File: config.mk
export PLATFORM = sky130hd
export DESIGN_NAME = if_stage
export DESIGN_NICKNAME = d
export VERILOG_FILES = /design/src/rtl/if_stage.sv
export SDC_FILE = /design/constraint.sdc
export NUM_CORES = 1
export LEC_CHECK = 0
export CAP_MARGIN = 5
export CORE_ASPECT_RATIO = 0.8
export CORE_MARGIN = 2
export CORE_UTILIZATION = 30
export CTS_BUF_LIST = sky130_fd_sc_hd__clkbuf_4 sky130_fd_sc_hd__clkbuf_8
export DETAILED_ROUTE_END_ITERATION = 7
export PLACE_DENSITY = 0.6
export SLEW_MARGIN = 20
export SYNTH_ARGS = -nofsm -noshare
export SYNTH_HDL_FRONTEND = slang
export SYNTH_SLANG_ARGS = --single-unit
File: constraint.sdc
create_clock -name clk -period 2.7 [get_ports clk]
set_input_delay 0.81 -clock clk [delete_from_list [all_inputs] [get_ports clk]]
set_output_delay 0.81 -clock clk [all_outputs]
set_load 0.01 [all_outputs]
File: src/rtl/if_stage.sv
// rtl/if_stage.sv - instruction-fetch stage: fetch PC, imem req/ack, IF/ID register
module if_stage #(
  parameter logic [15:0] PC_RESET = 16'h0000,
  parameter logic [15:0] NOP_INST = 16'h0000
) (
  input  logic        clk,
  input  logic        rst,
  input  logic        stall,
  input  logic        br_perform,
  input  logic [15:0] pc_branched,
  output logic        imem_req,
  output logic [15:0] imem_addr,
  input  logic        imem_ack,
  input  logic [15:0] imem_data,
  output logic [15:0] inst,
  output logic [15:0] pc,
  output logic        valid
);

  typedef enum logic [1:0] {FETCH, HOLD, DROP} state_t;

  state_t      state, state_n;
  logic [15:0] fetch_pc, fetch_pc_n;
  logic [15:0] redir_pc, redir_pc_n;
  logic [15:0] hold_inst, hold_inst_n;
  logic [15:0] hold_pc, hold_pc_n;
  logic [15:0] inst_n, pc_n;
  logic        valid_n;
  logic        redirect;

  // A stalled decode cannot consume a branch, so a branch under stall is ignored.
  assign redirect = br_perform & ~stall;

  // Request is decoded from registered state only, so it never depends on imem_ack.
  assign imem_req  = ~rst & (state != HOLD);
  assign imem_addr = fetch_pc;

  // Next-state and next-register computation for the fetch FSM and IF/ID.
  always_comb begin
    state_n     = state;
    fetch_pc_n  = fetch_pc;
    redir_pc_n  = redir_pc;
    hold_inst_n = hold_inst;
    hold_pc_n   = hold_pc;
    inst_n      = inst;
    pc_n        = pc;
    valid_n     = valid;
    case (state)
      FETCH: begin
        if (redirect) begin
          inst_n  = NOP_INST;
          valid_n = 1'b0;
          if (imem_ack) begin
            fetch_pc_n = pc_branched;
          end else begin
            redir_pc_n = pc_branched;
            state_n    = DROP;
          end
        end else if (imem_ack) begin
          fetch_pc_n = fetch_pc + 16'd1;
          if (stall) begin
            hold_inst_n = imem_data;
            hold_pc_n   = fetch_pc;
            state_n     = HOLD;
          end else begin
            inst_n  = imem_data;
            pc_n    = fetch_pc;
            valid_n = 1'b1;
          end
        end else if (!stall) begin
          inst_n  = NOP_INST;
          valid_n = 1'b0;
        end
      end
      HOLD: begin
        if (redirect) begin
          inst_n     = NOP_INST;
          valid_n    = 1'b0;
          fetch_pc_n = pc_branched;
          state_n    = FETCH;
        end else if (!stall) begin
          inst_n  = hold_inst;
          pc_n    = hold_pc;
          valid_n = 1'b1;
          state_n = FETCH;
        end
      end
      DROP: begin
        // The outstanding wrong-path request must complete before the target is fetched.
        if (!stall) begin
          inst_n  = NOP_INST;
          valid_n = 1'b0;
        end
        if (redirect) begin
          redir_pc_n = pc_branched;
        end
        if (imem_ack) begin
          fetch_pc_n = redirect ? pc_branched : redir_pc;
          state_n    = FETCH;
        end
      end
      default: begin
        state_n = FETCH;
      end
    endcase
  end

  // State register with synchronous reset.
  always_ff @(posedge clk) begin
    if (rst) begin
      state     <= FETCH;
      fetch_pc  <= PC_RESET;
      redir_pc  <= 16'h0000;
      hold_inst <= 16'h0000;
      hold_pc   <= 16'h0000;
      inst      <= NOP_INST;
      pc        <= 16'h0000;
      valid     <= 1'b0;
    end else begin
      state     <= state_n;
      fetch_pc  <= fetch_pc_n;
      redir_pc  <= redir_pc_n;
      hold_inst <= hold_inst_n;
      hold_pc   <= hold_pc_n;
      inst      <= inst_n;
      pc        <= pc_n;
      valid     <= valid_n;
    end
  end

endmodule

== Yosys cells after proc, flatten, opt, wreduce, memory -nomap -nowiden ==
Index checks and enable logic that the tools add are counted.

* Register bits after elaboration: 99
* Output and inout port bits: 50

* Add/sub/neg operators: 1
* Eq/ne operators: 17
* Mux-type cells: 37
* Bitwise logic cells: 5
* Reductions and logical operators: 10

{| class="wikitable"
|+ Operators by type and width
! kind !! number
|-
| $mux W16 || 19
|-
| $pmux W16 S3 || 2
|-
| $pmux W16 S2 || 2
|-
| $ne A2 B2 Y1 const B || 9
|-
| $add A16 B1 Y16 const B || 1
|-
| $mux W2 || 7
|-
| $ne A3 B3 Y1 const B || 4
|-
| $reduce_and A4 Y1 || 2
|-
| $pmux W2 S3 || 1
|-
| $reduce_and A3 Y1 || 2
|-
| $reduce_and A6 Y1 || 1
|-
| $mux W1 || 5
|-
| $reduce_and A5 Y1 || 1
|-
| $ne A4 B4 Y1 const B || 1
|-
| $reduce_bool A2 Y1 || 2
|-
| $not A1 Y1 || 3
|-
| $pmux W1 S3 || 1
|-
| $reduce_bool A3 Y1 || 1
|-
| $and A1 B1 Y1 || 2
|-
| $eq A2 B1 Y1 const B || 1
|-
| $eq A2 B2 Y1 const B || 1
|-
| $logic_not A2 Y1 || 1
|-
| $ne A2 B1 Y1 const B || 1
|}

== Depth between registers and ports, before layout ==
Gate-level depths: netlist (run 1).

* Depth after elaboration: 5
* Mapped depth: 9

== Worst setup path after synthesis (run 1) ==
OpenSTA, ideal clock, no wires.

* Path type: input -> output
* Start: input rst
* End: output imem_req
* Arrival time: 1450 ps
* Setup slack: 440 ps
* Stages: 3
* Cell sequence: clkbuf_1 > clkbuf_1 > nor2_1

* Cells in the longest elaborated chain, start to end: 2

{| class="wikitable"
|+ RTL lines
! element !! RTL line !! text
|-
| start: declaration || 7 || <nowiki>input logic rst,</nowiki>
|-
| $not A1 Y1 || 35 || <nowiki>assign imem_req = ~rst & (state != HOLD);</nowiki>
|-
| $and A1 B1 Y1 || 35 ||
|-
| end: declaration || 11 || <nowiki>output logic imem_req,</nowiki>
|}

Every way passes these cells.

== Worst setup path in the final report (run 1) ==
* Start: register state[1]
* End: output imem_req

* Cells in the longest elaborated chain, start to end: 2

{| class="wikitable"
|+ RTL lines
! element !! RTL line !! text
|-
| start: declaration || 22 || <nowiki>state_t state, state_n;</nowiki>
|-
| start signal: assignment || 120 || <nowiki>state <= state_n;</nowiki>
|-
| $ne A2 B1 Y1 || 35 ||
|-
| $and A1 B1 Y1 || 35 ||
|}

Every way passes these cells.

==> summary.md, run 1 <==
| Metric | Value |
|---|---|
| Status | completed |
| Worst-Skew Late Latency | ~0.4 ns |
| Synth Flop Type | dfxtp_1 |
| Max Fclk | 385 MHz |
| Worst setup EP type | output pin |
| WHS | 0.456 ns |
| Final worst path period need | 2.60 ns |
| Root buffer cell | clkbuf_8 |
| Static Leakage | 0.00218 µW |
| First-pass GRT wire length | 24200 µm |
| Row count | 42 |
| Yosys top cell by area | dfxtp_1 |
| Hold Fails Final Rpt | 0 |
| Slew @ Worst Pin | 0.581 ns |
| Total Power Consumption | 3720 µW |
| Setup bufs post-CTS | 0 |
| Final Wtd Congestion | 0.826 |
| CTS tree | built |
| Fin crit share | a little over nine tenths |
| Post-synth EDFFs | 0 |
| Part of the Yosys area used for sequential elements | 38.8% |
| GRT Util Overall | 16.9% |
| Synth Cell Area | 0.00511 mm² |
| Post-synthesis average cell area | 7.60 µm² |
| RSZ-0062 raised after global routing | no |
| WL/cell | ~16 µm |
| Port Buffer Count | 86 |
| H-tree levels | 3 |
| Layout cells sized above 1 | 8.85% |
| Nets@finish | 783 |
| Clock Path Buffers | 2 |
| Critical Path Fanout Max | 3 |
| Pin count of the biggest net entering global routing | 53 |
| Slew margin rel. | between 60% and 70% |
| Clk_skew | about 0.0086 ns |
| Synth top area cells | dfxtp_1, nand2_1, a21oi_1, a211oi_1, nor2_1 |
| Post-synth top area share | 38.8% |
| Io pins | 87 |
| Post-synth ARST share | 0% |
| Mapped Cells | ~670 |
| Required @ worst endpoint | 1.89 ns |
| Vias per cell | 5.05 |
| YS warnings | 0 |
| CP max-delay cell | clkdlybuf4s50_1 |
| Number of detailed-route iterations in the first pass | 5 |
| Fin Setup TNS | 0 ns |
| Initial Util | a little under a third |
| Worst hold path class | reg -> reg |
| Area growth from synthesis to layout | 27.3% |
| Max stage delay on crit path | about 0.57 ns |
| Vias in the first global route | 4483 |
| Initial antenna violation count | 0 |
| Final setup fails | 0 |
| Die Y | 121 µm |
| Inserted Diodes | 0 |
| Max VDD drop | 0.202 mV |
| Dpl hpwl | ~10000 µm |
| Most frequent cell after synthesis | nand2_1 |
| Critical Path Start Type | register |
| Max-slew violation count | 0 |
| Net Count, Synth | 714 |
| Core area | 0.0166 mm² |
| 1st-iter DRT viols | 355 |
| R2r setup slk | 0.48 ns |
| Crit path buffers/inverters | 2 |
| MaxCap Viol Count | 0 |
| Clk sink count | 99 |
| Most instantiated cells after synthesis | nand2_1, dfxtp_1, a21oi_1 |
| Antenna viol nets, final | 0 |
| Core Util, Final | 39.2% |
| Vias | 4880 |
| Reg clk slew, reported paths | 0.10 ns |
| Critical Path, Cell by Cell | inv_1, ha_2, nor2_2, clkdlybuf4s50_1 |
| CTS Buf Count | 9 |
| WL final | 15100 µm |
| Total Die Area | roughly 0.018 mm² |
| Gr ovfl total | 0 |
| Crit path arrival time | 1.79 ns |
| # DRC | 0 |
| Synth cell types | 58 |
| Yosys reg bits | 99 |
| Top delay family on crit path | buffers and inverters |
| Die width | 150 µm |
| Cell Pwr Density | 572 mW/mm² |
| Crit path kind | reg -> out |
[timing repair]
| action | CTS | global route |
|---|---|---|
| hold buffers | 0 | 0 |
| endpoints found under the hold margin | 0 | 0 |
| endpoints found under the setup margin | 1 | 0 |
| resized for setup | 1 | 0 |
[sequential cells by signal (all words and copies together), names as in the netlist]
signal,cells
state,2
hold_pc,16
redir_pc,16
pc,16
inst,16
valid,1
imem_addr,16
hold_inst,16
[per-stage QoR]
step           setup slack, ns  instance area [µm²]  instances
2_1_floorplan            0.440                 5110        672
3_3_place_gp            0.0332                 6290        950
3_5_place_dp           -0.0252                 6290        950
4_1_cts                 0.0266                 6500        966
5_1_grt                 0.0148                 6500        966
6_report                0.0996                 6500        966
[final cells by class]
class,count,area [µm²]
inverter,7,26.3
sequential,99,1980
tap,220,275
clock buffer,10,131
clock inverter,6,73.8
fill,1754,10100
multi-input combinational,503,2830
timing repair buffer,121,1180
[placed cells by master (no fill, tap or decap), drive strengths merged, types with 3 or more instances in the layout]
cell type      instances
nor4                   3
nor2                  64
a22oi                 16
mux2                   3
nor3                   8
clkdlybuf4s50         85
nand2b                 4
nand2                155
buf                   36
inv                    9
nand4                  5
dfxtp                 99
a21oi                 70
o31ai                  5
and2                   4
nand3                 12
clkbuf                10
o21ai                 33
a32o                  19
ha                     5
mux2i                 18
nor3b                  4
a211oi                39
[logic make-up (layout without fill, tap and decap cells)]
kind of cell / count (synthesis) / after routing / share of synthesized area (%)
AO/OA/AOI/OAI: 207 / 207 / 27.1
XOR/XNOR: 2 / 2 / 0.343
adder cells (fa/ha/maj): 5 / 5 / 1.23
buffers and inverters: 70 / 144 / 6.13
flip-flops: 99 / 99 / 38.8
multiplexers: 21 / 21 / 4.19
AND/OR/NAND/NOR: 268 / 268 / 22.2
[worst register-to-register path, cell delays in order (launching register included)]
cell	delay (ns)
dfxtp_1	0.35
inv_1	0.09
ha_1	0.45
nor2b_1	0.22
a311o_1	0.40
a32o_1	0.25
a2111oi_2	0.36
[worst paths after layout]
| kind | startpoint | to | depth (start not counted) |
|---|---|---|---|
| worst max-delay path | state[1] | imem_req | 4 |
| worst min-delay path | redir_pc[2] | redir_pc[2] | 2 |
| worst max register to register | state[0] | imem_addr[13] | 6 |
| worst min register to register | redir_pc[2] | redir_pc[2] | 2 |
[report_power, final]
| part | internal [µW] | switching (µW) | leakage [µW] | total, µW |
|---|---|---|---|---|
| registers | 1570 | 123 | 0.000808 | 1690 |
| logic | 463 | 537 | 0.00127 | 1000 |
| clock network | 450 | 573 | 0.0000984 | 1020 |
[layer usage]
metal	part of all wire, %	vias to the layer above	global-route usage [%]
li1	-	2513	-
met1	52	2248	25.0
met2	42	105	24.5
met3	4.6	14	3.74
met4	1.2	0	4.95
met5	0	-	0
Note: power is estimated with default switching activity, not from simulation.
==> run 2: changes to the inputs <==
- clock period: 2.7 -> 2.5 ns (I/O delays scaled with it)
==> run 2 against run 1 <==
  * Worst hold slack gained 0.0030 ns
  * Sequential power grew 8%
  * Combinational power grew 13%
  * First-iteration DRC count grew 5.1%
  * Critical endpoint is now imem_addr[8]
  * Largest cell class unchanged
==> summary.md, run 2 (same netlist as run 1, synthesis figures left out) <==
| Metric | Value |
|---|---|
| Pin count of the biggest net entering global routing | 101 (+91%) |
| Core area | 0.0166 mm² (unchanged) |
| Met2 routed WL | 6190 µm (-2.1%) |
| Clk sink count | 99 (unchanged) |
| Initial Util | 30.7% (unchanged) |
| Vias per cell | 5.07 (+0.37%) |
| Fin crit share | 91.7% |
| Gr ovfl total | 0 (unchanged) |
| Placement Setup Slack | -0.0832 ns (-0.0580 ns) |
| Worst setup EP type | output pin |
| Critical Path, Cell by Cell | clkdlybuf4s50_1 |
| Top delay family on crit path | buffers and inverters |
| Max stage delay on crit path | 0.62 ns (+0.05 ns) |
| Vias | 4949 (+1.4%) |
| CTS Buf Count | 9 (unchanged) |
| Row count | 42 (unchanged) |
| Setup bufs post-CTS | 0 (unchanged) |
| CTS tree | built |
| Antenna viol nets, final | 0 (unchanged) |
| First-pass GRT wire length | 24700 µm (+1.7%) |
| Vias in the first global route | 4525 (+0.94%) |
| Crit path buffers/inverters | 1 (-1) |
| Io pins | 87 (unchanged) |
| Hold buffers post-CTS | 0 (unchanged) |
| Nets@finish | 793 (+1.3%) |
| Max VDD drop | 0.234 mV (+16%) |
| Port Buffer Count | 86 (unchanged) |
| Slew @ Worst Pin | 0.663 ns (+0.0815 ns) |
| Dpl hpwl | 10100 µm (-0.91%) |
| Status | completed |
| Critical Path Fanout Max | 9 (+6) |
| Final Wtd Congestion | 0.793 (-4.0%) |
| Inserted Diodes | 0 (unchanged) |
| CP max-delay cell | clkdlybuf4s50_1 |
| Commonest non-fill, non-tap cell in the layout | nand2_1 |
| Initial antenna violation count | 0 (unchanged) |
| Total Power Consumption | 3960 µW (+6.5%) |
| Root buffer cell | clkbuf_8 |
| Number of detailed-route iterations in the first pass | 6 (+1) |
| GRT Util Overall | 17.1% (+0.19 points) |
| Commonest cells after routing, fill and taps aside | nand2_1, dfxtp_1, clkdlybuf4s50_1, a21oi_1, nor2_1 |
| Hold Fails Final Rpt | 0 (unchanged) |
| # DRC | 0 (unchanged) |
| Clock Path Buffers | 2 (unchanged) |
| WHS | 0.459 ns (+0.00296 ns) |
| MaxCap Viol Count | 0 (unchanged) |
| Reg clk slew, reported paths | 0.10 ns (about the same) |
| Worst-Skew Late Latency | 0.39 ns (about the same) |
| Worst Setup Slack, final | 0.206 ns (+0.107 ns) |
| Layout cells sized above 1 | 10.1% (+1.2 points) |
| H-tree levels | 3 (unchanged) |
| Final setup fails | 0 (unchanged) |
| Clk_skew | 0.00829 ns (-0.000279 ns) |
| Area growth from synthesis to layout | 29.5% |
| Met3 wire len | 894 µm (+28%) |
| Post_cts resized | 2 (+1) |
| Die Y | 121 µm (unchanged) |
| Required @ worst endpoint | 1.75 ns (-0.14 ns) |
| Slew margin rel. | 55.8% (-5.4 points) |
| Max Fclk | 436 MHz |
| Top sig layer | met4 |
| Crit path arrival time | 1.54 ns (-0.25 ns) |
| Core Util, Final | 39.8% (+0.67 points) |
| Static Leakage | 0.00225 µW (+3.2%) |
| Crit path kind | reg -> out |
| Worst hold path class | reg -> reg |
| Max-slew violation count | 0 (unchanged) |
| RSZ-0062 raised after global routing | no |
| WL final | 14900 µm (-1.1%) |
| Critical Path Start Type | register |
| Total Die Area | 0.0181 mm² (unchanged) |
| Cell Pwr Density | 599 mW/mm² (+4.7%) |
| 1st-iter DRT viols | 373 (+5.1%) |
| Die width | 150 µm (unchanged) |
| Final worst path period need | 2.29 ns |
| Fin Setup TNS | 0 ns (unchanged) |
| WL/cell | 15.3 µm (-2.1%) |
| Metal1 wirelength | 7600 µm (-3.2%) |
==> run 2: changes by cell type in the layout (fill, tap and decap cells not counted) <==
cell / before / now
clkinvlp_4: 2 / 1
clkinv_2: 0 / 1
clkinv_4: 1 / 0
buf_4: 31 / 36
inv_8: 1 / 0
clkdlybuf4s50_1: 85 / 84
buf_12: 5 / 10
bufinv_16: 1 / 0
inv_6: 1 / 5
dlygate4sd2_1: 0 / 1
clkbuf_4: 1 / 0
==> run 2: final cells by class <==
class	instances	area, µm²
fill	1773	9990
tap	220	275
clock buffer	9	124
timing repair buffer	131	1320
multi-input combinational	503	2830
sequential	99	1980
clock inverter	7	56.3
inverter	7	26.3
==> run 2: through the flow <==
step / std cells / cell area, µm²
2_1_floorplan: 672 / 5110
3_3_place_gp: 960 / 6430
3_5_place_dp: 960 / 6430
4_1_cts: 976 / 6610
5_1_grt: 976 / 6610
6_report: 976 / 6610
==> run 2: worst paths after layout <==
| kind | from | end | slack, ns | depth (start not counted) |
|---|---|---|---|---|
| hold / removal | hold_pc[14] | hold_pc[14] | 0.46 | 2 |
| setup reg to reg | state[0] | imem_addr[13] | 0.38 | 6 |
| hold reg to reg | hold_pc[14] | hold_pc[14] | 0.46 | 2 |
| setup / recovery | imem_addr[8] | imem_addr[8] | 0.21 | 1 |
==> run 2: metal layers <==
layer	GRT usage (%)	vias to the layer above
met5	0	-
met4	5.07	0
met3	4.26	16
met2	24.0	152
met1	25.6	2236
li1	-	2545
==> run 2: report_power, final <==
part	internal (µW)	leakage [µW]	switching, µW
logic	541	0.00135	591
registers	1700	0.000808	124
clock network	378	0.0000914	629
==> edit 1 (settings of run 1) <==
The 3 states of `state_t` get a one-hot encoding in 3 bits.
--- a/src/rtl/if_stage.sv
+++ b/src/rtl/if_stage.sv
@@ -19,3 +19,3 @@
 
-  typedef enum logic [1:0] {FETCH, HOLD, DROP} state_t;
+  typedef enum logic [2:0] {FETCH = 3'b001, HOLD = 3'b010, DROP = 3'b100} state_t;
 
Behaviour: same outputs for any inputs over 4 cycles, from zero or initial values and one cycle with rst high; so few cycles prove little.
==> edit 1 against run 1 <==
- design area shrank 3.9%
- power shrank 12%
- routed wire length shrank 0.31%
- sequential cell count grew 1
- area after synthesis shrank 3.3%
- worst setup slack gained 0.0036 ns
- combinational power shrank 32%
- clock skew grew 0.0037 ns
- critical path type is now input pin to flip-flop
- highest routed layer unchanged
==> edit 1: results (changes against run 1) <==
worstHoldStart: "hold_inst[10]"
fin_crit_ns: 2.597  # -0.003623 ns
hold_buffers: 0  # unchanged
clk_path_buf_depth: 2  # unchanged
track_usage: 0.1733  # +0.003820
slowest_delay_ns: 0.85  # +0.28 ns
ys_types: 66  # +14%
fin_worst_skew_ns: 0.01225  # +0.003688 ns
yosys-top-cells-area: "dfxtp_1 (41%), nand2_1 (6.8%), a21oi_1 (4.3%), mux2i_1 (3.4%), o32ai_1 (3.4%)"
r2r_start: "state[1]"
first_global_vias: 4568  # +1.9%
diodes: 0  # unchanged
pre_cts_ws_ns: -0.2579  # -0.2328 ns
gp_congestion: 0.8382  # +1.5%
antenna_found_initial: 0  # unchanged
syn_area_per_cell_um2: 8.599  # +13%
htree_levels: 3  # unchanged
tightestPinTransition_ns: 1.033  # +0.4523 ns
viasPerCell: 5.403  # +6.9%
synth_warnings: 0  # unchanged
grt_start_max_net_pins: 68  # +28%
dp_hpwl_mm: 10.45  # +2.3%
final_cells: 867  # -10%
synth_nets: 612  # -14%
r2r_slack_ns: 0.30  # -0.18 ns
rr_endpoint: "imem_addr[11]"
cts_setup_buffers: 0  # unchanged
ys_top_cells_by_count: "dfxtp_1 (100), nand2_1 (90), a21oi_1 (42), nor2_1 (42), clkbuf_1 (27)"
path_clk_slew_ns: 0.10  # about the same
fin_nets: 685  # -13%
arrival_ns: 2.89  # +1.10 ns
async_flop_share: 0  # unchanged
fin_util: 0.3917  # about the same
drtIter0Drc: 475  # +34%
drtPass1Iterations: 8  # +3
ff2ff_path_depth: 5  # -1
grt_pass1_wl_mm: 24.33  # +0.37%
peakVddDrop_mv: 0.2360  # +17%
end_kind: "flip-flop"
p_leak_uw: 0.002134  # -2.1%
cts_resized: 0  # -1
worst_path_max_delay_cell: "a21oi_1"
cts_buffers: 9  # unchanged
status: "complete, no violations"
drive_gt1_frac: 0.1380  # +0.04956
wire_per_inst_um: 17.32  # +11%
yosysSeqAreaShare: 0.4056  # +0.01744
path_delay_family: "compound AO/OA/AOI/OAI gates"
insertion_delay_ns: 0.38  # -0.02 ns
cp_max_fo: 12  # +9
portBuffers: 86  # unchanged
placedCellCount: 851  # -10%
critPathLaunch: "stall"
cts_root_buffer: "clkbuf_8"
hold_path.class: "flip-flop to flip-flop"
place_area_um2: 6075  # -3.5%
==> edit 1: cell count changes in the layout (fill, tap and decap cells not counted), sizes merged, moves of 5 or more <==
cell / delta
a211o: +6
a211oi: -31
a21oi: -28
a221oi: +7
a311oi: +15
a32o: -19
inv: +15
nand2: -65
nor2: -12
o21ai: -8
o221a: +5
o32ai: +19
==> edit 1: worst min-delay path by stage <==
stage / to / slack [ns] / cells past startpoint
final: hold_inst[10] / 0.46 / 2
after global routing: hold_pc[11] / 0.47 / 2
after CTS: hold_pc[11] / 0.46 / 2
after detailed placement: hold_pc[11] / 0.45 / 2
after global placement: hold_inst[10] / 0.44 / 2
after floorplan: hold_inst[0] / 0.44 / 2
==> edit 1: per-layer routing <==
metal	routed length, um	share of wire	up-vias	global-route usage
li1	-	-	2250	-
met1	6963	0.46	2247	0.2370
met2	6724	0.45	167	0.2661
met3	1141	0.076	20	0.05251
met4	189	0.013	0	0.04447
met5	0	0	-	0
==> edit 1: power breakdown <==
group / switching, uW / internal (uW)
Combinational: 349 / 331
Clock: 528 / 380
Sequential: 117 / 1560
Total: 994 / 2270
==> edit 1: kinds of logic after synthesis <==
| kind of cell | Yosys count | share of synthesized area |
|---|---|---|
| simple gates | 191 | 0.1848 |
| xor+xnor | 5 | 0.008872 |
| buf+inv | 79 | 0.07427 |
| flops | 100 | 0.4056 |
| fa+ha+maj | 1 | 0.002534 |
| compound gates | 181 | 0.2895 |
| mux | 17 | 0.03447 |
==> edit 1: final cells by class <==
class	count	area [um2]
multi-input combinational	395	2572
fill	1576	9704
inverter	24	90.09
timing repair buffer	117	1141
tap	215	269.0
clock inverter	3	21.27
sequential	100	2002
clock buffer	13	153.9
==> edit 2 (flow settings as in run 1) <==
Without the edit above. Reset style: asynchronous (`rst`), changed in one clocked block. Comments in the files are not updated.
--- a/src/rtl/if_stage.sv
+++ b/src/rtl/if_stage.sv
@@ -108,3 +108,3 @@
   // State register with synchronous reset.
-  always_ff @(posedge clk) begin
+  always_ff @(posedge clk or posedge rst) begin
     if (rst) begin
Check against the original RTL: differs if rst is asserted again (counterexample within 4 cycles, from zero or initial values and one cycle with rst high); with rst held inactive, the same outputs for 4 cycles.
==> edit 2 against run 1 <==
- via count shrank 18%
- worst setup slack gained 0.21 ns
- design area shrank 0.58%
- area after synthesis down 1.6%
- critical path type is now input pin to flip-flop
- largest cell class is now sequential cells
- die area down 1.5%
- synthesized cell count decreased by 28%
- sequential cell count stayed put
- routed wire length fell by 12%
Power is not compared: it rests on default switching activity, and its combinational part moved more than twofold at a synthesized area within 25%.
==> edit 2: results (changes against run 1) <==
synth_warnings: 0  # unchanged
r2r_start: "state[1]"
cp_max_fo: 16  # +13
drt-total-wl_mm: 13.18  # -12%
yosysSeqAreaShare: 0.4929  # +0.1048
worst_path_max_delay_cell: "nor2_2"
portBuffers: 86  # unchanged
wl_met1_mm: 6.496  # -17%
clk_path_buf_depth: 2  # unchanged
p_leak_uw: 0.002624
async_flop_share: 1.000  # +1.000
hold_path.class: "flip-flop to flip-flop"
yosys-top-cells-area: "dfrtp_1 (49%), mux2_2 (11%), mux2i_1 (4.4%), nand2_1 (4.1%), a21oi_1 (3.5%)"
insertion_delay_ns: 0.37  # -0.03 ns
dp_hpwl_mm: 9.395  # -8.1%
worstHoldStart: "inst[2]"
arrival_ns: 2.68  # +0.89 ns
status: "complete, no violations"
drtIter0Drc: 420  # +18%
synth_ff_type: "dfrtp_1"
first_global_vias: 3910  # -13%
ys_types: 52  # -10%
antenna_found_initial: 0  # unchanged
path_clk_slew_ns: 0.09
drtPass1Iterations: 5  # unchanged
met3_length_um: 699  # +0.14%
synth_nets: 526  # -26%
htree_levels: 3  # unchanged
grt_start_max_net_pins: 100  # +89%
cts_setup_buffers: 0  # unchanged
r2r_slack_ns: 0.37  # -0.11 ns
grt_pass1_wl_mm: 21.18  # -13%
fin_nets: 612  # -22%
viasPerCell: 5.045  # -0.13%
drive_gt1_frac: 0.1829  # +0.09445
fin_worst_skew_ns: 0.01060  # +0.002033 ns
wl_met2_mm: 5.850  # -7.6%
gp_congestion: 0.8494  # +2.8%
hold_ws_ns: 0.4812  # +0.02523 ns
path_delay_family: "simple AND/OR/NAND/NOR gates"
cts_root_buffer: "clkbuf_8"
diodes: 0  # unchanged
ff2ff_path_depth: 7  # +1
highest_layer: "met4"
tightestPinTransition_ns: 0.7830  # +0.2018 ns
hold-path-cell-count: 2  # unchanged
cts_buffers: 9  # unchanged
track_usage: 0.1519  # -0.01762
rr_endpoint: "inst[7]"
peakVddDrop_mv: 0.2989
cts_resized: 0  # -1
ys_top_cells_by_count: "dfrtp_1 (99), nand2_1 (55), mux2_2 (50), a21oi_1 (35), nor2_1 (33)"
slowest_delay_ns: 0.59  # +0.02 ns
holdPathEnd: "inst[2]"
==> edit 2: how the worst max path moves through the flow <==
stage,from,to,cells past startpoint
finish,br_perform,inst[7],6
global route,state[1],inst[3],7
CTS,rst,imem_req,3
detailed placement,br_perform,inst[7],6
global placement,br_perform,inst[7],6
floorplan,stall,imem_addr[9],7
==> edit 2: cells by family (layout without fill, tap and decap cells) <==
logic type / Yosys count / in the layout / share of synthesized area
adder cells (fa/ha/maj): 5 / 5 / 0.01245
flip-flops: 99 / 99 / 0.4929
AND/OR/NAND/NOR: 120 / 120 / 0.1070
AO/OA/AOI/OAI: 136 / 136 / 0.1772
XOR/XNOR: 7 / 7 / 0.01220
buffers and inverters: 44 / 134 / 0.04008
multiplexers: 73 / 73 / 0.1581
==> edit 2: metrics by stage <==
step                      instance area [um2]   TNS, ns  instances  setup WS, ns
after floorplan                          5030         0        484        0.4915
after global placement                   6241  -0.01228        779     -0.008245
after detailed placement                 6241   -0.3872        779      -0.07465
after CTS                                6461         0        794       0.01959
after global routing                     6464         0        794        0.1801
final                                    6464         0        794        0.3080
==> edit 2: per-layer routing <==
metal  global-route usage  up-vias
li1                     -     1927
met1               0.2197     1957
met2               0.2251      111
met3              0.04297       11
met4              0.03571        0
met5                    0        -
==> edit 2: final cells by class <==
| class | count | area [um2] |
|---|---|---|
| fillers | 1598 | 9985 |
| flip-flops and latches | 99 | 2477 |
| multi-input cells | 341 | 2356 |
| repair buffers | 111 | 1101 |
| well taps | 220 | 275.3 |
| clock buffers | 13 | 160.2 |
| clock inverters | 2 | 60.06 |
| inverters | 8 | 33.78 |
==> edit 2: power by group <==
| group | internal (uW) | switching (uW) |
|---|---|---|
| Combinational | 1840 | 1820 |
| Sequential | 2180 | 553 |
| Clock | 574 | 488 |
